[config.mk]
export PLATFORM = sky130hd
export DESIGN_NAME = serial_tx
export DESIGN_NICKNAME = d
export VERILOG_FILES = /design/src/rtl/serial_tx.sv
export SDC_FILE = /design/constraint.sdc
export NUM_CORES = 1
export LEC_CHECK = 0
export CORE_MARGIN = 4
export CORE_UTILIZATION = 45
export CTS_BUF_LIST = sky130_fd_sc_hd__clkbuf_8 sky130_fd_sc_hd__clkbuf_16
export CTS_CLUSTER_DIAMETER = 120
export DETAILED_ROUTE_END_ITERATION = 7
export DONT_BUFFER_PORTS = 1
export GPL_TIMING_DRIVEN = 0
export PLACE_DENSITY_LB_ADDON = 0.08
export SYNTH_ARGS = -nofsm -noshare
export SYNTH_HDL_FRONTEND = slang
export SYNTH_SLANG_ARGS = --single-unit
[constraint.sdc]
create_clock -name clk -period 3 [get_ports clk]
set_input_delay 0.3 -clock clk [delete_from_list [all_inputs] [get_ports clk]]
set_output_delay 0.3 -clock clk [all_outputs]
set_load 0.1 [all_outputs]
[src/rtl/serial_tx.sv]
// Serial frame transmitter: start, DATA_WIDTH bits LSB first, optional parity, stop; tx goes low on the accept edge.
// One word per (2+DATA_WIDTH+PARITY_EN)*CLKS_PER_BIT+1 cycles; tx_ready stays low for the whole frame, with no queueing.
module serial_tx #(
    parameter int DATA_WIDTH   = 8,
    parameter int CLKS_PER_BIT = 4,
    parameter int PARITY_EN    = 0,
    parameter int PARITY_ODD   = 0
) (
    input  logic                  clk,
    input  logic                  rst,
    input  logic [DATA_WIDTH-1:0] tx_data,
    input  logic                  tx_valid,
    output logic                  tx_ready,
    output logic                  tx,
    output logic                  busy
);

    localparam int DIV_W = (CLKS_PER_BIT > 1) ? $clog2(CLKS_PER_BIT) : 1;
    localparam int CNT_W = $clog2(DATA_WIDTH) + 1;
    localparam logic [DIV_W-1:0] DIV_LAST = DIV_W'(CLKS_PER_BIT - 1);
    localparam logic [CNT_W-1:0] CNT_LAST = CNT_W'(DATA_WIDTH - 1);

    typedef enum logic [2:0] {
        S_IDLE,
        S_START,
        S_DATA,
        S_PARITY,
        S_STOP
    } state_t;

    state_t                state_q, state_d;
    logic [DIV_W-1:0]      div_q, div_d;
    logic [CNT_W-1:0]      cnt_q, cnt_d;
    logic [DATA_WIDTH-1:0] shift_q, shift_d;
    logic                  par_q, par_d;
    logic                  tx_q, tx_d;
    logic                  rdy_q, rdy_d;
    logic                  bit_end;

    always_ff @(posedge clk or posedge rst) begin
        if (rst) begin
            state_q <= S_IDLE;
            div_q   <= '0;
            cnt_q   <= '0;
            shift_q <= '0;
            par_q   <= 1'b0;
            tx_q    <= 1'b1;
            rdy_q   <= 1'b1;
        end else begin
            state_q <= state_d;
            div_q   <= div_d;
            cnt_q   <= cnt_d;
            shift_q <= shift_d;
            par_q   <= par_d;
            tx_q    <= tx_d;
            rdy_q   <= rdy_d;
        end
    end

    always_comb begin
        state_d = state_q;
        div_d   = div_q;
        cnt_d   = cnt_q;
        shift_d = shift_q;
        par_d   = par_q;
        bit_end = (div_q == DIV_LAST);

        if (state_q != S_IDLE) begin
            div_d = bit_end ? '0 : div_q + 1'b1;
        end

        case (state_q)
            S_IDLE: begin
                if (tx_valid && rdy_q) begin
                    state_d = S_START;
                    div_d   = '0;
                    shift_d = tx_data;
                    par_d   = (PARITY_ODD != 0) ? ~^tx_data : ^tx_data;
                end
            end
            S_START: begin
                if (bit_end) begin
                    state_d = S_DATA;
                    cnt_d   = '0;
                end
            end
            S_DATA: begin
                if (bit_end) begin
                    shift_d = shift_q >> 1;
                    cnt_d   = cnt_q + 1'b1;
                    if (cnt_q == CNT_LAST) begin
                        state_d = (PARITY_EN != 0) ? S_PARITY : S_STOP;
                    end
                end
            end
            S_PARITY: begin
                if (bit_end) state_d = S_STOP;
            end
            S_STOP: begin
                if (bit_end) state_d = S_IDLE;
            end
            default: state_d = S_IDLE;
        endcase

        // Line level is registered from the next state so tx changes on the same edge as the state.
        case (state_d)
            S_START:  tx_d = 1'b0;
            S_DATA:   tx_d = shift_d[0];
            S_PARITY: tx_d = par_d;
            default:  tx_d = 1'b1;
        endcase
        rdy_d = (state_d == S_IDLE);
    end

    assign tx       = tx_q;
    assign tx_ready = rdy_q;
    assign busy     = ~rdy_q;

endmodule

Yosys cells after proc, flatten, opt, wreduce, memory -nomap -nowiden
Cells that the tools add are included.

word-level totals
  register bits after elaboration = 20
  bits in latches = 0
  RAM bits = 0
  memory bits (read-only) = 0
  logic and storage cells = 52
  memories kept = 0

cells by class
  add/sub/neg operators = 2
  multipliers = 0
  div/mod/pow operators = 0
  magnitude comparators = 0
  eq/ne operators = 12
  shift-type cells = 0
  multiplexer cells = 20
  bitwise operators = 1
  reduce and logical (&&, ||, !) cells = 9

operators with widths
  operator                                                         count
  3-bit 2-to-1 mux                                                 6
  8-bit 2-to-1 mux                                                 2
  8-bit one-hot mux with 2 select lines                            1
  3-bit one-hot mux with 5 select lines                            1
  3-bit by 2-bit == test with 1-bit output, second input constant  4
  2-bit 2-to-1 mux                                                 4
  4-bit 2-to-1 mux                                                 2
  4-bit one-hot mux with 2 select lines                            1
  8-bit XOR reduction                                              1
  3-bit by 1-bit == test with 1-bit output, second input constant  2
  3-bit logical NOT                                                2
  2-bit inequality test, second input constant                     3
  3-bit AND reduction                                              2
  4-bit by 1-bit adder with 4-bit output, second input constant    1
  4-bit by 3-bit == test with 1-bit output, second input constant  1
  2-bit nonzero test                                               2
  3-bit == test, second input constant                             1
  1-bit one-hot mux with 3 select lines                            1
  3-bit nonzero test                                               1
  2-bit by 1-bit adder with 2-bit output, second input constant    1
  2-bit == test, second input constant                             1
  1-bit 2-to-1 mux                                                 2
  1-bit logical AND                                                1
  1-bit inverter                                                   1

Depth between registers and ports, before layout
Gate-level depths: netlist of run 1.

  depth in word-level cells = 6
  gate-level depth with buffers = 6

Worst setup path before layout of run 1
Ideal clock, no wire load.

  kind = reg-to-reg
  from = register rdy_q, in the netlist tx_ready
  to = register tx_q, in the netlist tx
  setup time = 0.086 ns
  arrival time = 1.878 ns
  data required time = 2.914 ns
  slack = 1.036 ns
  cell stages (with the launch flop) = 5
  buffers on the path = 0
  cells stage by stage = dfstp_2 -> and2_1 -> a21oi_4 -> a221o_1 -> o41a_1

RTL lines
  what                                   line  source
  from (decl)                            37    logic rdy_q, rdy_d;
  from (signal assigned)                 56    rdy_q <= rdy_d;
  1-bit logical AND                      74    if (tx_valid && rdy_q) begin
  8-bit 2-to-1 mux                       74
  8-bit one-hot mux with 2 select lines  72    case (state_q)
  named net shift_d[0]                   34    logic [DATA_WIDTH-1:0] shift_q, shift_d;
  1-bit one-hot mux with 3 select lines  106   case (state_d)
  named net tx_d                         36    logic tx_q, tx_d;
  to (signal assigned)                   55    tx_q <= tx_d;
  to (decl)                              36

The timed path passes the listed nets, and every way through them passes these cells. The select of a mux whose other input is x is not followed.
A chain may end at the register's enable or synchronous reset.

Worst setup path after layout of run 1
  from = register div_q[0]
  to = register tx_q, in the netlist tx

RTL lines
  what                                   line  source
  from (decl)                            32    logic [DIV_W-1:0] div_q, div_d;
  from (signal assigned)                 51    div_q <= div_d;
  2-bit == test                          66    bit_end = (div_q == DIV_LAST);
  8-bit 2-to-1 mux                       88    if (bit_end) begin
  8-bit one-hot mux with 2 select lines  72
  named net shift_d[0]                   34
  1-bit one-hot mux with 3 select lines  106
  named net tx_d                         36

The timed path passes the listed nets, and every way through them passes these cells. The select of a mux whose other input is x is not followed.

==> results of run 1 <==
==> worst min path at each step <==
stage / startpoint / to / cells after the start
after floorplan: rst / cnt_q[0]$_DFFE_PP0P_ / 1
final: rst / cnt_q[2]$_DFFE_PP0P_ / 1
after detailed placement: rst / cnt_q[1]$_DFFE_PP0P_ / 1
after CTS: rst / shift_q[2]$_DFFE_PP0P_ / 1
after global routing: rst / shift_q[3]$_DFFE_PP0P_ / 1
after global placement: rst / cnt_q[0]$_DFFE_PP0P_ / 1
==> through the flow <==
step	area (µm²)	setup slack [ns]	hold WS (ns)	util (%)
global route	1149	0.7862	0.1259	51.43
finish	1149	0.9206	0.06283	51.43
detailed placement	1107	0.9414	0.3665	49.58
CTS	1149	0.9194	0.09248	51.43
global placement	1107	0.9324	0.3737	49.58
floorplan	1072	1.036	0.2623	-
==> metal layers <==
metal  part of all wire [%]  up-vias  GRT usage [%]
li1                       -      395              -
met4                    1.1        0          3.974
met5                      0        -              0
met2                     45       18          20.46
met1                     48      387          18.19
met3                    5.4        4          3.448
==> worst max-delay path, stage by stage (launching register included) <==
cell      delay (ns)
dfrtp_1         0.38
ha_1            0.29
nor4bb_1        0.33
buf_4           0.23
a21oi_4         0.07
a221o_1         0.33
o41a_1          0.37
==> state kept, by name, summed over array words and instances (netlist names) <==
signal,count
shift_q,8
cnt_q,4
state_q,3
div_q,2
par_q,1
tx,1
tx_ready,1
==> placed cells by master (no fill, tap or decap) <==
cell type / instances
a22oi_1: 6
nand2_1: 19
or2b_1: 1
a221o_1: 1
o21ai_0: 10
inv_1: 5
a211oi_1: 1
buf_4: 1
nand3_1: 3
nor4_1: 1
o41a_1: 1
nor4bb_1: 3
nor3_1: 1
o21ba_2: 1
clkbuf_8: 3
mux2_2: 1
nand2b_1: 1
ha_1: 2
nor3b_1: 2
nor3_2: 1
o31ai_1: 1
and3_1: 1
nor2b_1: 2
a21oi_4: 1
xnor2_1: 7
nand3b_1: 1
and2_1: 3
and2b_1: 1
dfstp_2: 2
or4b_2: 1
a21oi_1: 6
dfrtp_1: 18
a41oi_1: 1
nor4b_1: 1
clkbuf_1: 3
==> power by group through the flow <==
stage	sequential, mW	combinational, mW	clock (mW)
floorplan	0.463	0.250	0
global placement	0.474	0.294	0
detailed placement	0.478	0.302	0
CTS	0.473	0.304	0.178
global route	0.488	0.343	0.191
finish	0.474	0.302	0.172
==> final cells by class <==
| cell class | instances | area [µm²] | area share, % |
|---|---|---|---|
| plain buffers | 4 | 18.77 | 1.634 |
| clock buffers | 3 | 41.29 | 3.595 |
| inverters | 5 | 18.77 | 1.634 |
| multi-input cells | 81 | 531.8 | 46.30 |
| flip-flops and latches | 20 | 503.0 | 43.79 |
| well taps | 28 | 35.03 | 3.050 |
==> cell families after synthesis <==
| kind of cell | after synthesis | synth area share [%] |
|---|---|---|
| buffers and inverters | 9 | 3.501 |
| XOR/XNOR | 7 | 5.718 |
| multiplexers | 1 | 1.050 |
| AND/OR/NAND/NOR | 42 | 22.17 |
| adder cells (fa/ha/maj) | 2 | 2.333 |
| flip-flops | 20 | 46.91 |
| AO/OA/AOI/OAI | 29 | 18.32 |
==> results, run 1 <==
- The run finished with clean final reports.
- Gates resized during post-CTS repair numbered 0.
- Entering global routing, the biggest net connects 21 pins.
- The worst IR drop on VDD is 0.3804 mV.
- nand2_1 is the most common cell in the netlist.
- The number of max-slew violations in the final report is 0.
- The tool flagged a number of max-cap violations equal to 0.
- The number of buffers inserted by hold repair at cts is 0.
- After detailed routing, the number of remaining DRC violations is 0.
- The remaining global-route overflow is 0.
- In this run the vertical extent of the chip is 56.82 µm.
- Setup repair after global routing left no endpoint under its margin.
- Yosys attributes the largest share of cell area to dfrtp_1 (42%), nand2_1 (6.7%), xnor2_1 (5.7%).
- The worst hold-check path type is input port to asynchronous set/reset pin.
- After the first detailed-routing iteration, the DRC count stood at 31.
- The number of antenna-violating nets in the routed design is 0.
- The final sum of negative setup slack is 0 ns.
- Setup violations remaining at the end of the flow were counted as 0.
- The clock passes through at most 2 buffers.
- The critical path starts at div_q[0]$_DFF_PP0_.
- The post-detailed-route wirelength per cell is 14.01 µm.
- The critical path ends at tx$_DFF_PP1_.
- The synthesized area is 0.001072 mm².
- The clock latency on the worst-skew pair is 0.25 ns.
- In this run the worst path has a maximum fanout of 9.
- 0 antenna diodes ended up in the layout.
- Counting the fill cells in the layout gives 225.
- The master cell of the clock root buffer is clkbuf_8.
- The I/O pin count is 14.
- For flop-to-flop paths, the worst setup slack is 0.92 ns.
- The wire length reported by the detailed router is 1.976 mm.
- Of the cells placed in the final design, the portion with a size suffix greater than 1 is 9.735%.
- The proportion of power drawn by combinational gates is 31.8%.
- The power per cell area is 824.9 mW/mm².
- The detailed-route vias per instance is 5.702.
- The CTS tree is done.
- The core region is 0.002233 mm².
- The maximum level of the CTS H-tree is 1.
- The number of buffers inserted during clock tree synthesis is 3.
- The via count is 804.
- The share of the Yosys chip area taken by registers is 46.91%.
- The most area-hungry cell type in the Yosys netlist is dfrtp_1.
- The horizontal extent of the die is 56.82 µm.
- The relative max-transition margin is 45.37%.
- The reported leakage power is 0.4823 nW.
- The clock network power share is 18.1%.
- After synthesis, the largest area contributor takes up 42.01% of total cell area.
- At the pin with the least slew margin, the transition time is 0.8186 ns.
- Clock-pin slew was measured on the worst setup and hold paths at 0.07 ns.
- The die covers 0.003228 mm².
- The commonest register cell after synthesis is dfrtp_1.
- Excluding fillers, the count of instances in the completed layout stands at 141.
- The clock arrives with 0.0008472 ns of skew.
- The time the final worst path needs with I/O delays and setup is 2.079 ns.
- STA classifies the critical path endpoint as a register.
- Based on the critical path, the design can be clocked at up to 480.9 MHz.
- The post-CTS setup repair buffer count is 0.
- After legalization and detailed placement, the total HPWL measured 1.439 mm.
- In the final design database the tool counted 128 nets.
- The sink count of the clock tree is 20.
- Data on the critical path arrives at its endpoint at 2.26 ns.
- The internal power consumption is 583.9 µW.
- The number of cells produced by synthesis is 110.
- Registers are responsible for 50.0% of the overall power.
- The area overhead of the layout relative to synthesis is 7.118%.
- In this run the power spent charging and discharging nets is 363.5 µW.
- The site row count is 17.
- The quantity of I/O buffers inserted on ports is 0.
- The effective utilization at floorplan is 48.01%.
- The worst register-to-register path ends at tx$_DFF_PP1_.
- The number of global-route vias before repair is 774.
- The post-synth net total is 123.
- The first-pass detailed-route iteration total is 4.
- The overall routing resource usage is 13.26%.
- The worst setup path is of the register to register kind.
- The design draws 947.4 µW.
- In the synthesized netlist the async set-or-reset flop fraction comes to 100.0%.
- The register bit total from synthesis is 20.
- By count the netlist is led by nand2_1 (19), dfrtp_1 (18), o21ai_0 (10).
- The Yosys step of the flow raised 0 warnings.
- The number of enable-type register cells in the synthesized netlist is 0.
- At the worst endpoint, the required time is 3.18 ns.
- The net switching share of the total power is 38.37%.
- STA classifies the critical path startpoint as a register.
- The initial antenna violation count is 0.
- In this run, placement finished with an instance count of 138.
- The count of cells along the worst register-to-register path is 6.
- The final RePlAce weighted congestion is 0.6882.
- The wire length of the first global-routing pass is 3.415 mm.
- The final clock period utilization by the worst path is 69.31%.
- The final hold violation count is 0.
- After synthesis, the mean cell area works out to 9.748 µm².
- The startpoint identified for the worst register-to-register timing path is div_q[0]$_DFF_PP0_.
- The synthesized netlist contains 34 unique library cells.
Power figures use the tool's default switching activity.
==> run 2, diff against run 1 <==
Clock period 3 ns to 2 ns, I/O delays scaled along.
==> results, run 2 (synthesized netlist as in run 1, its figures left out) <==
- Leaving out fill and tap cells, the most frequent cells in the layout are nand2_1 (19), dfrtp_1 (18), o21ai_0 (10).
- Setup slack on the worst reg-to-reg path comes out at 0.06 ns.
- The via count is 820.
- Summed over all nets, the half-perimeter wirelength after detailed placement is 1.439 mm.
- The family of cells with the greatest summed delay on the critical path is compound AO/OA/AOI/OAI gates.
- For this run the aggregate overflow at the end of global routing stands at 0.
- The floorplan step set the die width to 56.82 µm.
- Setup repair after global routing left no endpoint under its margin.
- For this run, design rule violations remaining after detail routing come to 0.
- The critical path's most frequent cell is buf_4.
- The number of antenna diodes in the final layout is 0.
- The clock latency on the worst-skew pair is 0.25 ns.
- The register bank with the most flops is shift_q.
- The final layout contains routed wiring with a total length of 2.024 mm.
- Data on the critical path is required at its endpoint by 2.18 ns.
- IR analysis of the VDD net gives a maximum drop of 0.6615 mV.
- The quantity of I/O buffers inserted on ports is 0.
- The final hold violation count is 0.
- The count of cells along the worst register-to-register path is 7.
- The setup-violating endpoint count in the final report is 0.
- Including well taps, the total number of placed cells is 138.
- In this run the deepest clock path goes through 2 buffers.
- The endpoint of the worst hold-timing path is shift_q[7]$_DFFE_PP0P_.
- In the final layout, the registers with the most flip-flops are shift_q: 8 flops, cnt_q: 4 flops, state_q: 3 flops.
- The detailed-route vias per instance is 5.694.
- The flow ran to the end, and the final reports show no timing, DRC or antenna violations.
- Data arrives at the worst endpoint at 2.11 ns.
- In this run the power density over the cells is 1239 mW/mm².
- The instance count along the most critical hold path is 2.
- Leaving out fill and tap cells, the most frequent cell in the layout is nand2_1.
- In this run the static leakage power is 0.5034 nW.
- The number of max-slew violations in the final report is 0.
- The initial antenna violation count is 0.
- Headroom to the max-slew limit came out at 45.44%.
- The final critical path takes up 96.91% of the cycle.
- In the final design database the tool counted 131 nets.
- STA classifies the critical path startpoint as a register.
- The worst hold-check path type is input port to register.
- The largest single stage delay on the critical path is 0.42 ns.
- In this run, CTS created clock tree buffers numbering 3.
- The master cell of the clock root buffer is clkbuf_8.
- Prior to clock tree synthesis, the placed netlist has a worst setup slack of -0.05864 ns.
- The final design area excluding fillers is 0.001214 mm².
- The slew at the pin with the worst max-slew slack is 0.8176 ns.
- The pin count of the biggest net entering global routing is 21.
- The category of the worst setup path capture point is a register.
- Once the floorplan was initialized, standard cells occupied 48.01% of the core.
- The placed instances occupy a cell area of 0.001107 mm².
- The number of flip-flops under the largest register name is 8.
- On the final layout, the worst clock skew is 0.001706 ns.
- For this design, the sink count on the clock tree is 20.
- The clock-pin slew on the worst setup and hold paths is 0.07 ns.
- At the end of routability-driven placement, the weighted congestion stood at 0.6882.
- The I/O pin count is 14.
- The overall routing resource usage is 13.45%.
- The DRC violation total after the first TritonRoute iteration is 28.
- Adding up every negative setup slack in the final design gives 0 ns.
- The startpoint of the lowest-slack register-to-register path is div_q[0]$_DFF_PP0_.
- The largest individual stage delay along the critical path comes from the cell dfrtp_1.
- Leaving out filler cells and counting taps, the final layout contains 144.
- TritonCTS built the clock tree.
- The signal on the critical path passes through ha_4 -> nor4bb_4 -> buf_4 -> buf_4 -> and2_1 -> a221o_1 -> o41a_1.
- For this run, the top clock speed supported by timing is 515.9 MHz.
- Once detail routing completed, the nets flagged for antenna violations numbered 0.
- The max capacitance violation total is 0.
- The die area is 0.003228 mm².
- CTS built an H-tree with a depth of 1.
- The area overhead of the layout relative to synthesis is 13.19%.
- In this run the standard cell core region covers 0.002233 mm².
- The worst setup margin is 0.06173 ns.
- The number of global-route vias before repair was 792.
- The fraction of layout cells with a size suffix above 1 is 13.79%.
- The worst register-to-register path ends at tx$_DFF_PP1_.
- The critical path class is register to register.
- Along the worst path, the maximum fanout reaches 8.
- In the final routed layout, each cell accounts on average for 14.06 µm.
- The site row count is 17.
- The number of buffers and inverters on the critical path is 2.
- Before antenna repair, the detailed router went through 4 iterations.
- The startpoint identified for the worst hold timing path is tx_data[7].
- The post-route core utilization is 54.34%.
- Counting I/O delays and the setup requirement, the final critical path takes 1.938 ns.
- The wire length of the first global-routing pass is 3.470 mm.
- Measured along the y axis, the die boundary spans 56.82 µm.
## run 2: metal layers
| metal | routed length (µm) | track usage (%) | up-vias |
|---|---|---|---|
| met4 | 22 | 3.974 | 0 |
| met2 | 914 | 21.12 | 21 |
| met3 | 105 | 3.448 | 4 |
| met1 | 982 | 18.19 | 393 |
| li1 | - | - | 402 |
| met5 | 0 | 0 | - |
## run 2: per-stage QoR
| stage | power (mW) | hold slack [ns] |
|---|---|---|
| floorplan | 1.070 | 0.1623 |
| global placement | 1.152 | 0.2737 |
| detailed placement | 1.169 | 0.2665 |
| CTS | 1.470 | 0.05869 |
| global route | 1.619 | 0.07938 |
| finish | 1.504 | 0.06499 |
## run 2: worst reg2reg max path, delay by kind of cell (launching register included)
kind	cells	cell delay, ns
AOI/OAI and AO/OA	2	0.65
and+or+nand+nor	2	0.31
adders and majority gates	1	0.20
DFF	1	0.42
buffers and inverters	2	0.29
## run 2: area by class of cell
class / count / area (µm²)
fill: 215 / 1020
multi-input combinational: 81 / 568.0
sequential: 20 / 506.7
clock buffer: 3 / 41.29
tap: 28 / 35.03
timing repair buffer: 3 / 25.02
buffer: 4 / 18.77
inverter: 5 / 18.77
## run 2: what timing repair did
| action | 4_1_cts | 5_1_grt |
|---|---|---|
| resized for setup | 2 | 5 |
| pin swaps | 0 | 1 |
| setup buffers | 2 | 0 |
| hold buffers | 1 | 0 |
| setup endpoints to repair | 2 | 2 |
| hold endpoints to repair | 18 | 0 |
## run 2: worst max path at each step
stage / start / end / slack (ns) / depth (start not counted)
floorplan: tx_ready$_DFF_PP1_ / tx$_DFF_PP1_ / 0.04 / 4
global placement: tx_ready$_DFF_PP1_ / tx$_DFF_PP1_ / -0.07 / 4
detailed placement: tx_ready$_DFF_PP1_ / tx$_DFF_PP1_ / -0.06 / 4
CTS: div_q[0]$_DFF_PP0_ / tx$_DFF_PP1_ / 0.04 / 6
global route: div_q[0]$_DFF_PP0_ / tx$_DFF_PP1_ / 0.006 / 7
finish: div_q[0]$_DFF_PP0_ / tx$_DFF_PP1_ / 0.06 / 7
## run 2: where the power goes
part | switching, mW | total, mW | internal, mW
logic | 0.259 | 0.521 | 0.262
registers | 0.182 | 0.725 | 0.543
clock network | 0.125 | 0.259 | 0.134
total | 0.566 | 1.50 | 0.938
==> run 3, diff against run 2 <==
Settings changed: CORE_ASPECT_RATIO from default to 1.4, SLEW_MARGIN from default to 20.
==> results, run 3 (synthesized netlist as in run 1, its figures left out) <==
- The worst path in the final design needs a cycle of 1.919 ns, including I/O delays and setup.
- The number of filler cells placed in the layout is 205.
- The overall routing resource usage is 14.34%.
- The critical path class is register to register.
- Once the floorplan was initialized, standard cells occupied 48.15% of the core.
- The area after detailed placement is 0.001100 mm².
- In the routed design, unresolved DRC markers number 0.
- Setup repair after global routing left no endpoint under its margin.
- The final clock period utilization by the worst path is 95.95%.
- The share of total power dissipated in the clock network is 20.2%.
- Leaving out fill and tap cells, the most frequent cells in the layout are nand2_1 (19), dfrtp_1 (17), o21ai_0 (10).
- Across the whole layout, storage elements account for 508.0 µm².
- The number of buffers inserted during clock tree synthesis is 3.
- The die span in y is 65.76 µm.
- The clock latency on the worst-skew pair is 0.26 ns.
- Entering global routing, the biggest net connects 21 pins.
- The overall power consumption is 1.523 mW.
- The instance count along the most critical hold path is 2.
- The most frequent standard cell in the layout excluding fill and tap cells is nand2_1.
- Setup violations remaining at the end of the flow were counted as 0.
- Along the worst path, the maximum fanout reaches 7.
- STA classifies the critical path startpoint as a register.
- The run finished with clean final reports.
- The required time of the critical path is 2.18 ns.
- Summed over all nets, the half-perimeter wirelength after detailed placement is 1.541 mm.
- The area overhead of the layout relative to synthesis is 12.37%.
- In this run the clock root is driven by a clkbuf_8.
- The category of the worst setup path capture point is a register.
- The relative max-transition margin is 45.00%.
- The worst setup margin is 0.08101 ns.
- The net switching share of the total power is 37.29%.
- Port buffering added 0 buffers.
- The sink count of the clock tree is 20.
- The multi-input combinational cells in the finished layout cover a total of 559.3 µm².
- The first-pass detailed-route iteration total is 4.
- Data on the critical path arrives at its endpoint at 2.10 ns.
- At the pin with the least slew margin, the transition time is 0.8240 ns.
- The DRC violation total after the first TritonRoute iteration is 8.
- The number of flip-flops under the largest register name is 8.
- The fraction of layout cells with a size suffix above 1 is 14.66%.
- The initial antenna violation count is 0.
- The minimum hold slack is 0.07160 ns.
- In the routed layout, each cell is associated on average with a via count of 5.928.
- The final hold violation count is 0.
- The count of cells along the worst register-to-register path is 4.
- The internal portion of the total power is 954.9 µW.
- The total number of nets in the final design is 130.
- The via count is 818.
- The worst IR drop on VDD is 0.6129 mV.
- After detailed routing, the total wire length is 2.097 mm.
- For the final routed database, the setup TNS stands at 0 ns.
- The maximum level of the CTS H-tree is 1.
- The clock-pin slew on the worst setup and hold paths is 0.07 ns.
- In this run the power density over the cells is 1264 mW/mm².
- After detailed placement, the design holds a cell count of 132.
- The I/O pin count is 14.
- The number of global-route vias before repair was 844.
- The worst hold-check path type is input port to register.
- The number of antenna-violating nets in the routed design is 0.
- The first global-routing pass estimated 3.622 mm of wire.
- In the final routed layout, each cell accounts on average for 15.20 µm.
- The site row count is 20.
- The region available for standard cell placement spans 0.002227 mm².
- For this run, the top clock speed supported by timing is 521.1 MHz.
- The finished layout holds 138 standard cells, fillers aside.
- The repair_antennas step left the layout with diodes totalling 0.
- Summed over all nets, the switching power comes to 567.9 µW.
- Cells fill 54.10% of the core in the end.
- The floorplan step defined a die boundary enclosing 0.003239 mm².
- The CTS tree is done.
- For flop-to-flop paths, the worst setup slack is 0.08 ns.
- The worst clock skew is 0.002819 ns.
- The number of max-slew violations in the final report is 0.
- The analysis attributes to cell leakage a power of 0.5016 nW.
- The remaining global-route overflow is 0.
- The max capacitance violation total is 0.
- The final design area excluding fillers is 0.001205 mm².
- The setup slack at placement is -0.09361 ns.
- The largest registers in the layout are shift_q: 8 flops, cnt_q: 4 flops, state_q: 3 flops.
- shift_q holds more flip-flops than any other register.
- The congestion estimate from routability-driven global placement came to 0.7711.
- The floorplan step set the die width to 49.26 µm.
- The share of total power dissipated in sequential elements is 48.0%.
- The clock passes through at most 2 buffers.
- Combinational logic burns 31.8% of the power.
[run 3: worst paths after layout]
check	startpoint	end
worst max-delay path	tx_ready$_DFF_PP1_	tx$_DFF_PP1_
worst min-delay path	tx_data[7]	shift_q[7]$_DFFE_PP0P_
worst max register to register	tx_ready$_DFF_PP1_	tx$_DFF_PP1_
worst min register to register	shift_q[1]$_DFFE_PP0P_	shift_q[1]$_DFFE_PP0P_
max in group asynchronous	rst	div_q[0]$_DFF_PP0_
min in group asynchronous	rst	shift_q[2]$_DFFE_PP0P_
[run 3: worst max-delay path, stage by stage (launching register included)]
cell     delay [ns]
dfstp_4        0.80
and2_4         0.22
a21oi_4        0.08
a221o_1        0.34
o41a_1         0.39
[run 3: final cells by class]
| type | count | area share (%) |
|---|---|---|
| Buffer | 4 | 1.558 |
| Clock buffer | 4 | 4.569 |
| Inverter | 5 | 1.558 |
| Multi-Input combinational cell | 81 | 46.42 |
| Sequential cell | 20 | 42.16 |
| Tap cell | 22 | 2.285 |
| Timing Repair Buffer | 2 | 1.454 |
[run 3: layer usage]
| metal | wire, µm | track usage, % | vias to the layer above |
|---|---|---|---|
| met1 | 882 | 15.88 | 399 |
| li1 | - | - | 402 |
| met5 | 0 | 0 | - |
| met4 | 24 | 4.270 | 0 |
| met3 | 75 | 2.494 | 4 |
| met2 | 1115 | 27.35 | 13 |
[run 3: timing repair]
item	CTS	global route
setup buffers	1	0
resized for setup	4	3
setup endpoints to repair	8	3
endpoints found under the hold margin	18	0
hold buffers	1	0
[run 3: power groups by stage]
stage | Clock, mW | Combinational, mW | Sequential (mW)
floorplan | 0 | 0.376 | 0.694
global placement | 0 | 0.442 | 0.716
detailed placement | 0 | 0.450 | 0.721
CTS | 0.318 | 0.481 | 0.717
global route | 0.342 | 0.550 | 0.748
finish | 0.307 | 0.485 | 0.731
